===== config.mk =====
export PLATFORM = sky130hd
export DESIGN_NAME = irq_ctrl
export DESIGN_NICKNAME = d
export VERILOG_FILES = /design/src/rtl/irq_ctrl.sv
export SDC_FILE = /design/constraint.sdc
export NUM_CORES = 1
export LEC_CHECK = 0
export CORE_MARGIN = 5
export CORE_UTILIZATION = 44
export DETAILED_ROUTE_END_ITERATION = 8
export MAX_ROUTING_LAYER = met4
export PLACE_DENSITY = 0.87
export SKIP_CTS_REPAIR_TIMING = 1
export SYNTH_ARGS = -nofsm -noshare
export SYNTH_HDL_FRONTEND = slang
export SYNTH_SLANG_ARGS = --single-unit

===== constraint.sdc =====
create_clock -name clk -period 3.44 [get_ports clk]
set_input_delay 0.688 -clock clk [delete_from_list [all_inputs] [get_ports clk]]
set_output_delay 0.688 -clock clk [all_outputs]
set_load 0.02 [all_outputs]

===== src/rtl/irq_ctrl.sv =====
// irq_ctrl: interrupt controller in front of the processor's irq/eoi lines.
// Synchronises up to 32 raw sources, latches them as pending (edge or level
// mode per source), picks one enabled pending source and runs the irq/eoi
// handshake on line 0. PENDING/ENABLE/EDGE/ACTIVE are reachable over the
// sel/ack slave bus.
//
// Optional feature: define IRQ_CTRL_ROUND_ROBIN_EN to replace fixed
// lowest-index priority with round-robin selection starting after the
// most recently serviced source.
//
// Bus handshake: a transfer starts whenever sel_i=1 and ack_o=0; ack_o is
// raised for exactly one cycle on the following edge, with read data valid
// in data_o for that cycle and write data committed on that same edge.
// A master that keeps sel_i high across the ack cycle does not get a
// second ack, because the ack cycle itself blocks a new start.
//
// Interrupt handshake: irq_o[0] is high only in REQ. The processor holds
// eoi_i[0] high while idle, pulls it low to accept, and raises it again
// at end of interrupt.

module irq_ctrl #(
    parameter int NUM_SRC     = 8,
    parameter int SYNC_STAGES = 2
) (
    input  logic               clk,
    input  logic               reset_ni,
    input  logic [NUM_SRC-1:0] src_i,
    output logic [31:0]        irq_o,
    input  logic [31:0]        eoi_i,
    input  logic               sel_i,
    input  logic [3:0]         addr_i,
    input  logic               we_i,
    input  logic [3:0]         wr_mask_i,
    input  logic [31:0]        data_i,
    output logic [31:0]        data_o,
    output logic               ack_o,
    output logic [1:0]         dbg_state
);

    localparam logic [1:0] IDLE    = 2'd0;
    localparam logic [1:0] REQ     = 2'd1;
    localparam logic [1:0] SERVICE = 2'd2;
    localparam logic [1:0] GAP     = 2'd3;

    // Bits at or above NUM_SRC are forced to zero in every register.
    localparam logic [31:0] SRC_MASK = (NUM_SRC >= 32) ? 32'hFFFF_FFFF
                                     : ((32'd1 << NUM_SRC) - 32'd1);

    logic [NUM_SRC-1:0] sync_q [SYNC_STAGES];
    logic [31:0]        s_now;
    logic [31:0]        s_d;
    logic [31:0]        rise;

    logic [31:0] pending_q;
    logic [31:0] enable_q;
    logic [31:0] edge_q;
    logic [31:0] pending_next;
    logic [31:0] req_vec;
    logic [31:0] w1c;
    logic [31:0] svc_clr;
    logic [31:0] byte_mask;
    logic [31:0] rdata;
    logic [31:0] active;

    logic [1:0]  state;
    logic [4:0]  id;
    logic [4:0]  sel_id;
    logic        accept;

    logic        bus_go;
    logic        wr_go;
    logic        rd_go;
    logic [1:0]  word;

    logic        unused_bits;

    assign unused_bits = ^{eoi_i[31:1], addr_i[1:0]};

    assign bus_go    = sel_i & ~ack_o;
    assign wr_go     = bus_go & we_i;
    assign rd_go     = bus_go & ~we_i;
    assign word      = addr_i[3:2];
    assign byte_mask = {{8{wr_mask_i[3]}}, {8{wr_mask_i[2]}},
                        {8{wr_mask_i[1]}}, {8{wr_mask_i[0]}}};

    assign accept    = (state == REQ) && !eoi_i[0];
    assign req_vec   = pending_q & enable_q;
    assign irq_o     = {31'd0, state == REQ};
    assign dbg_state = state;

    // Synchroniser chain for the raw asynchronous sources.
    always_ff @(posedge clk or negedge reset_ni) begin
        if (!reset_ni) begin
            for (int k = 0; k < SYNC_STAGES; k++) begin
                sync_q[k] <= '0;
            end
        end else begin
            sync_q[0] <= src_i;
            for (int k = 1; k < SYNC_STAGES; k++) begin
                sync_q[k] <= sync_q[k-1];
            end
        end
    end

    // Widen the synchronised sources to the 32-bit register layout.
    always_comb begin
        s_now = '0;
        s_now[NUM_SRC-1:0] = sync_q[SYNC_STAGES-1];
    end

    // Delayed copy of the synchronised sources for rising-edge detection.
    always_ff @(posedge clk or negedge reset_ni) begin
        if (!reset_ni) begin
            s_d <= '0;
        end else begin
            s_d <= s_now;
        end
    end

    assign rise = s_now & ~s_d;
    assign w1c  = (wr_go && word == 2'd0) ? (data_i & byte_mask & SRC_MASK) : '0;

    // One-hot clear of the accepted source, applied on SERVICE entry.
    always_comb begin
        svc_clr = '0;
        if (accept) begin
            svc_clr[id] = 1'b1;
        end
    end

    // Edge-mode bits: a new rising edge beats any clear in the same cycle.
    // Level-mode bits simply track the synchronised input.
    assign pending_next = ((edge_q & ((pending_q & ~w1c & ~svc_clr) | rise))
                          | (~edge_q & s_now)) & SRC_MASK;

    // PENDING, ENABLE and EDGE register updates.
    always_ff @(posedge clk or negedge reset_ni) begin
        if (!reset_ni) begin
            pending_q <= '0;
            enable_q  <= '0;
            edge_q    <= '0;
        end else begin
            pending_q <= pending_next;
            if (wr_go && word == 2'd1) begin
                enable_q <= ((enable_q & ~byte_mask) | (data_i & byte_mask)) & SRC_MASK;
            end
            if (wr_go && word == 2'd2) begin
                edge_q <= ((edge_q & ~byte_mask) | (data_i & byte_mask)) & SRC_MASK;
            end
        end
    end

`ifdef IRQ_CTRL_ROUND_ROBIN_EN
    logic [4:0] last_id;
    logic [5:0] rr_idx;
    logic       rr_found;

    // Remember the most recently accepted source as the round-robin origin.
    always_ff @(posedge clk or negedge reset_ni) begin
        if (!reset_ni) begin
            last_id <= '0;
        end else if (accept) begin
            last_id <= id;
        end
    end

    // Round-robin pick: first request searching upward from last_id+1, wrapping.
    always_comb begin
        sel_id   = '0;
        rr_idx   = '0;
        rr_found = 1'b0;
        for (int k = 1; k <= NUM_SRC; k++) begin
            rr_idx = 6'(last_id) + 6'(k);
            if (rr_idx >= 6'(NUM_SRC)) begin
                rr_idx = rr_idx - 6'(NUM_SRC);
            end
            if (!rr_found && req_vec[rr_idx[4:0]]) begin
                rr_found = 1'b1;
                sel_id   = rr_idx[4:0];
            end
        end
    end
`else
    // Fixed priority pick: the lowest requesting index wins.
    always_comb begin
        sel_id = '0;
        for (int k = NUM_SRC - 1; k >= 0; k--) begin
            if (req_vec[k]) begin
                sel_id = 5'(k);
            end
        end
    end
`endif

    // Request FSM driving the irq/eoi handshake on line 0.
    always_ff @(posedge clk or negedge reset_ni) begin
        if (!reset_ni) begin
            state <= IDLE;
            id    <= '0;
        end else begin
            case (state)
                IDLE: begin
                    if (|req_vec) begin
                        id    <= sel_id;
                        state <= REQ;
                    end
                end
                REQ: begin
                    if (!eoi_i[0]) begin
                        state <= SERVICE;
                    end else if (!req_vec[id]) begin
                        state <= IDLE;
                    end
                end
                SERVICE: begin
                    if (eoi_i[0]) begin
                        state <= GAP;
                    end
                end
                GAP: begin
                    state <= IDLE;
                end
                default: begin
                    state <= IDLE;
                end
            endcase
        end
    end

    assign active = {(state != IDLE), 26'd0, ((state != IDLE) ? id : 5'd0)};

    // Read multiplexer over the four register words.
    always_comb begin
        rdata = '0;
        case (word)
            2'd0: rdata = pending_q;
            2'd1: rdata = enable_q;
            2'd2: rdata = edge_q;
            2'd3: rdata = active;
            default: rdata = '0;
        endcase
    end

    // Bus acknowledge and registered read data.
    always_ff @(posedge clk or negedge reset_ni) begin
        if (!reset_ni) begin
            ack_o  <= 1'b0;
            data_o <= '0;
        end else begin
            ack_o  <= bus_go;
            data_o <= rd_go ? rdata : '0;
        end
    end

endmodule


==> summary.md <==
| Metric | Value |
|---|---|
| Minimum clock period | `2.35 ns` |
| GRT Util Overall | `14.5%` |
| Most common cell after layout, fill and taps aside | `dfrtp_1` |
| Share of layout cells above drive strength 1 | `14.0%` |
| Worst Tran Pin Value | `0.732 ns` |
| I/O pin cnt | `151` |
| Endpoints failing setup | `0` |
| Height of the die | `93.0 µm` |
| Longest Clk Path Bufs | `2` |
| Pwr Density | `597 mW/mm²` |
| Final critical-path share of the clock period | `68.2%` |
| Gpl congestion | `0.930` |
| Max frequency | `426 MHz` |
| Largest net degree at the start of global routing | `33` |
| Die Footprint | `0.00865 mm²` |
| Worst setup path class | `reg -> out` |
| Startpoint Class | `flip-flop` |
| Peak VDD IR | `0.000218 V` |
| Setup WS post-layout | `1.09 ns` |
| Sequential share of the synthesized area | `52.0%` |
| CTS root buf | `clkbuf_8` |
| Die width | `93.0 µm` |
| CP max FO | `8` |
| FF+latch count, synth | `63` |
| Mean Syn Cell Area | `11.3 µm²` |
| Most used DFF post-synth | `dfrtp_1` |
| Routed WL | `5.69 mm` |
| Critical path arrival | `1.66 ns` |
| HPWL Detailed | `4.27 mm` |
| Post-place setup slack | `0.788 ns` |
| CTS tree | `built` |
| Initial antenna violation count | `0` |
| Status | `finished, final reports clean` |
| Synth-to-Final Area Change | `13.3%` |
| Vias/cell | `4.90` |
| Top delay family on crit path | `buffers and inverters` |
| Req. time, crit path | `2.75 ns` |
| Worst Setup End Kind | `primary output` |
| Gate Count Post-Synth | `269` |
| Skew final | `0.00461 ns` |
| Core Footprint | `0.00676 mm²` |
| Final core utilization | `50.8%` |
| Most frequent cells in the layout | `dfrtp_1, conb_1, clkdlybuf4s50_1, nand2_1, mux2_2` |
| Post-route cell area | `0.00343 mm²` |
| Post-synthesis cell type count | `40` |
| Pins Over Slew Limit | `0` |
| Initial cell density of the core | `44.9%` |
| Critical Path, Cell by Cell | `nor2b_1, clkdlybuf4s50_1` |
| Final antenna-violating net count | `0` |
| Ys async rst share | `100%` |
| DP Area | `0.00327 mm²` |
| Clock Sinks | `63` |
| Fillers | `613` |
| Syn. warnings | `0` |
| Max cap viols | `0` |
| CP bufs+invs | `1` |
| Floorplan row count | `30` |
| Max incr delay on CP | `0.64 ns` |
| RSZ-0062 raised after global routing | `no` |
| Total CTS buffers | `9` |
| Relative slew margins | `51.0%` |
| Power after layout | `2.05 mW` |
| Port-buffer cells | `36` |
| Clock Pin Slew Worst Setup and Hold Paths | `0.06 ns` |
| Vias in the first global route | `1822` |
| Grt total ovfl | `0` |
| Post-synthesis cell area | `0.00303 mm²` |
| First-pass GRT wire length | `9.25 mm` |
| Starting DRT DRC Count | `141` |
| Avg WL per Cell | `14.4 µm` |
| Number of synthesized flops with an enable pin | `0` |
| Vias after detailed routing | `1932` |
| H-Tree Depth | `3` |
| Slowest CP cell | `clkdlybuf4s50_1` |
| Setup TNS | `0 ns` |
| Min-Delay Path Class | `reg -> reg` |
| Ant diodes | `0` |
| Worst-Skew Late Latency | `0.33 ns` |
| Fin nets | `394` |
| TritonRoute pass-1 iters | `4` |
| Final hold violations | `0` |
| Leak Pwr | `1.56 nW` |
| Post-route DRC | `0` |
-- worst register-to-register path, stage by stage, from the launching register on --
cell	delay, ns
dfrtp_1	0.39
nand4b_4	0.22
nor3b_2	0.66
mux2_2	0.42
-- stage by stage --
stage                     cells  hold WS [ns]
after global placement      379         0.332
after CTS                   394         0.350
after floorplan             322         0.331
final                       394         0.347
after detailed placement    379         0.335
after global routing        394         0.353
-- power by group --
| part | internal (mW) | total (mW) | switching (mW) |
|---|---|---|---|
| Clock | 0.270 | 0.529 | 0.260 |
| Sequential | 0.851 | 1.00 | 0.151 |
| Combinational | 0.235 | 0.519 | 0.284 |
-- cell usage after synthesis (2+ instances only) --
cell      instances  share of area [%]
and2_1            5                1.0
a211oi_1          6                1.5
nand3_1           5               0.83
buf_4            57                 14
a21o_1            5                1.2
inv_1             2               0.25
a21boi_0          2               0.50
o211ai_1          8                2.0
clkbuf_1          2               0.25
a22oi_1           4               0.99
nor2_1           16                2.0
o21ai_0           5               0.83
nand2b_1          3               0.62
nor2b_1           9                1.9
dfrtp_1          63                 52
mux2i_1           6                2.0
nand2_1          17                2.1
a21oi_1          14                2.3
a31oi_1           3               0.62
mux2_2           17                6.3
-- path summary, 6_finish.rpt --
| kind | start | end | slack [ns] | depth (start not counted) |
|---|---|---|---|---|
| hold / removal | sync_q[13] | s_now[5] | 0.35 | 0 |
| hold reg to reg | sync_q[13] | s_now[5] | 0.35 | 0 |
| setup reg to reg | ack_o | flip-flop | 1.64 | 3 |
| min in group asynchronous | reset_ni | sync_q[8] | 0.41 | 1 |
| setup / recovery | dbg_state[0] | irq_o[0] | 1.09 | 2 |
| max in group asynchronous | reset_ni | asynchronous set/reset pin | 2.42 | 2 |
-- metal layers --
| metal | up-vias | share of wire (%) | global-route usage, % |
|---|---|---|---|
| met4 | 0 | 1.8 | 7.08 |
| met2 | 81 | 48 | 21.5 |
| li1 | 917 | - | - |
| met3 | 9 | 6.8 | 4.10 |
| met1 | 925 | 43 | 18.3 |
| met5 | - | 0 | - |
-- final cells by class --
class	count	area, µm²	area share, %
Sequential cell	63	1580	45.9
Timing Repair Buffer	39	390	11.4
Clock inverter	5	25.0	0.729
Multi-Input combinational cell	195	1200	34.9
Clock buffer	10	138	4.01
Tap cell	80	100	2.91
Inverter	2	7.51	0.219
-- logic make-up after synthesis --
logic type             Yosys count  share of synthesized area (%)
AOI/OAI and AO/OA               56                           12.9
and+or+nand+nor                 62                           11.6
other                            1                          0.124
muxes                           23                           8.30
buffers and inverters           64                           15.1
DFF                             63                           52.0
Power figures use the tool's default switching activity.
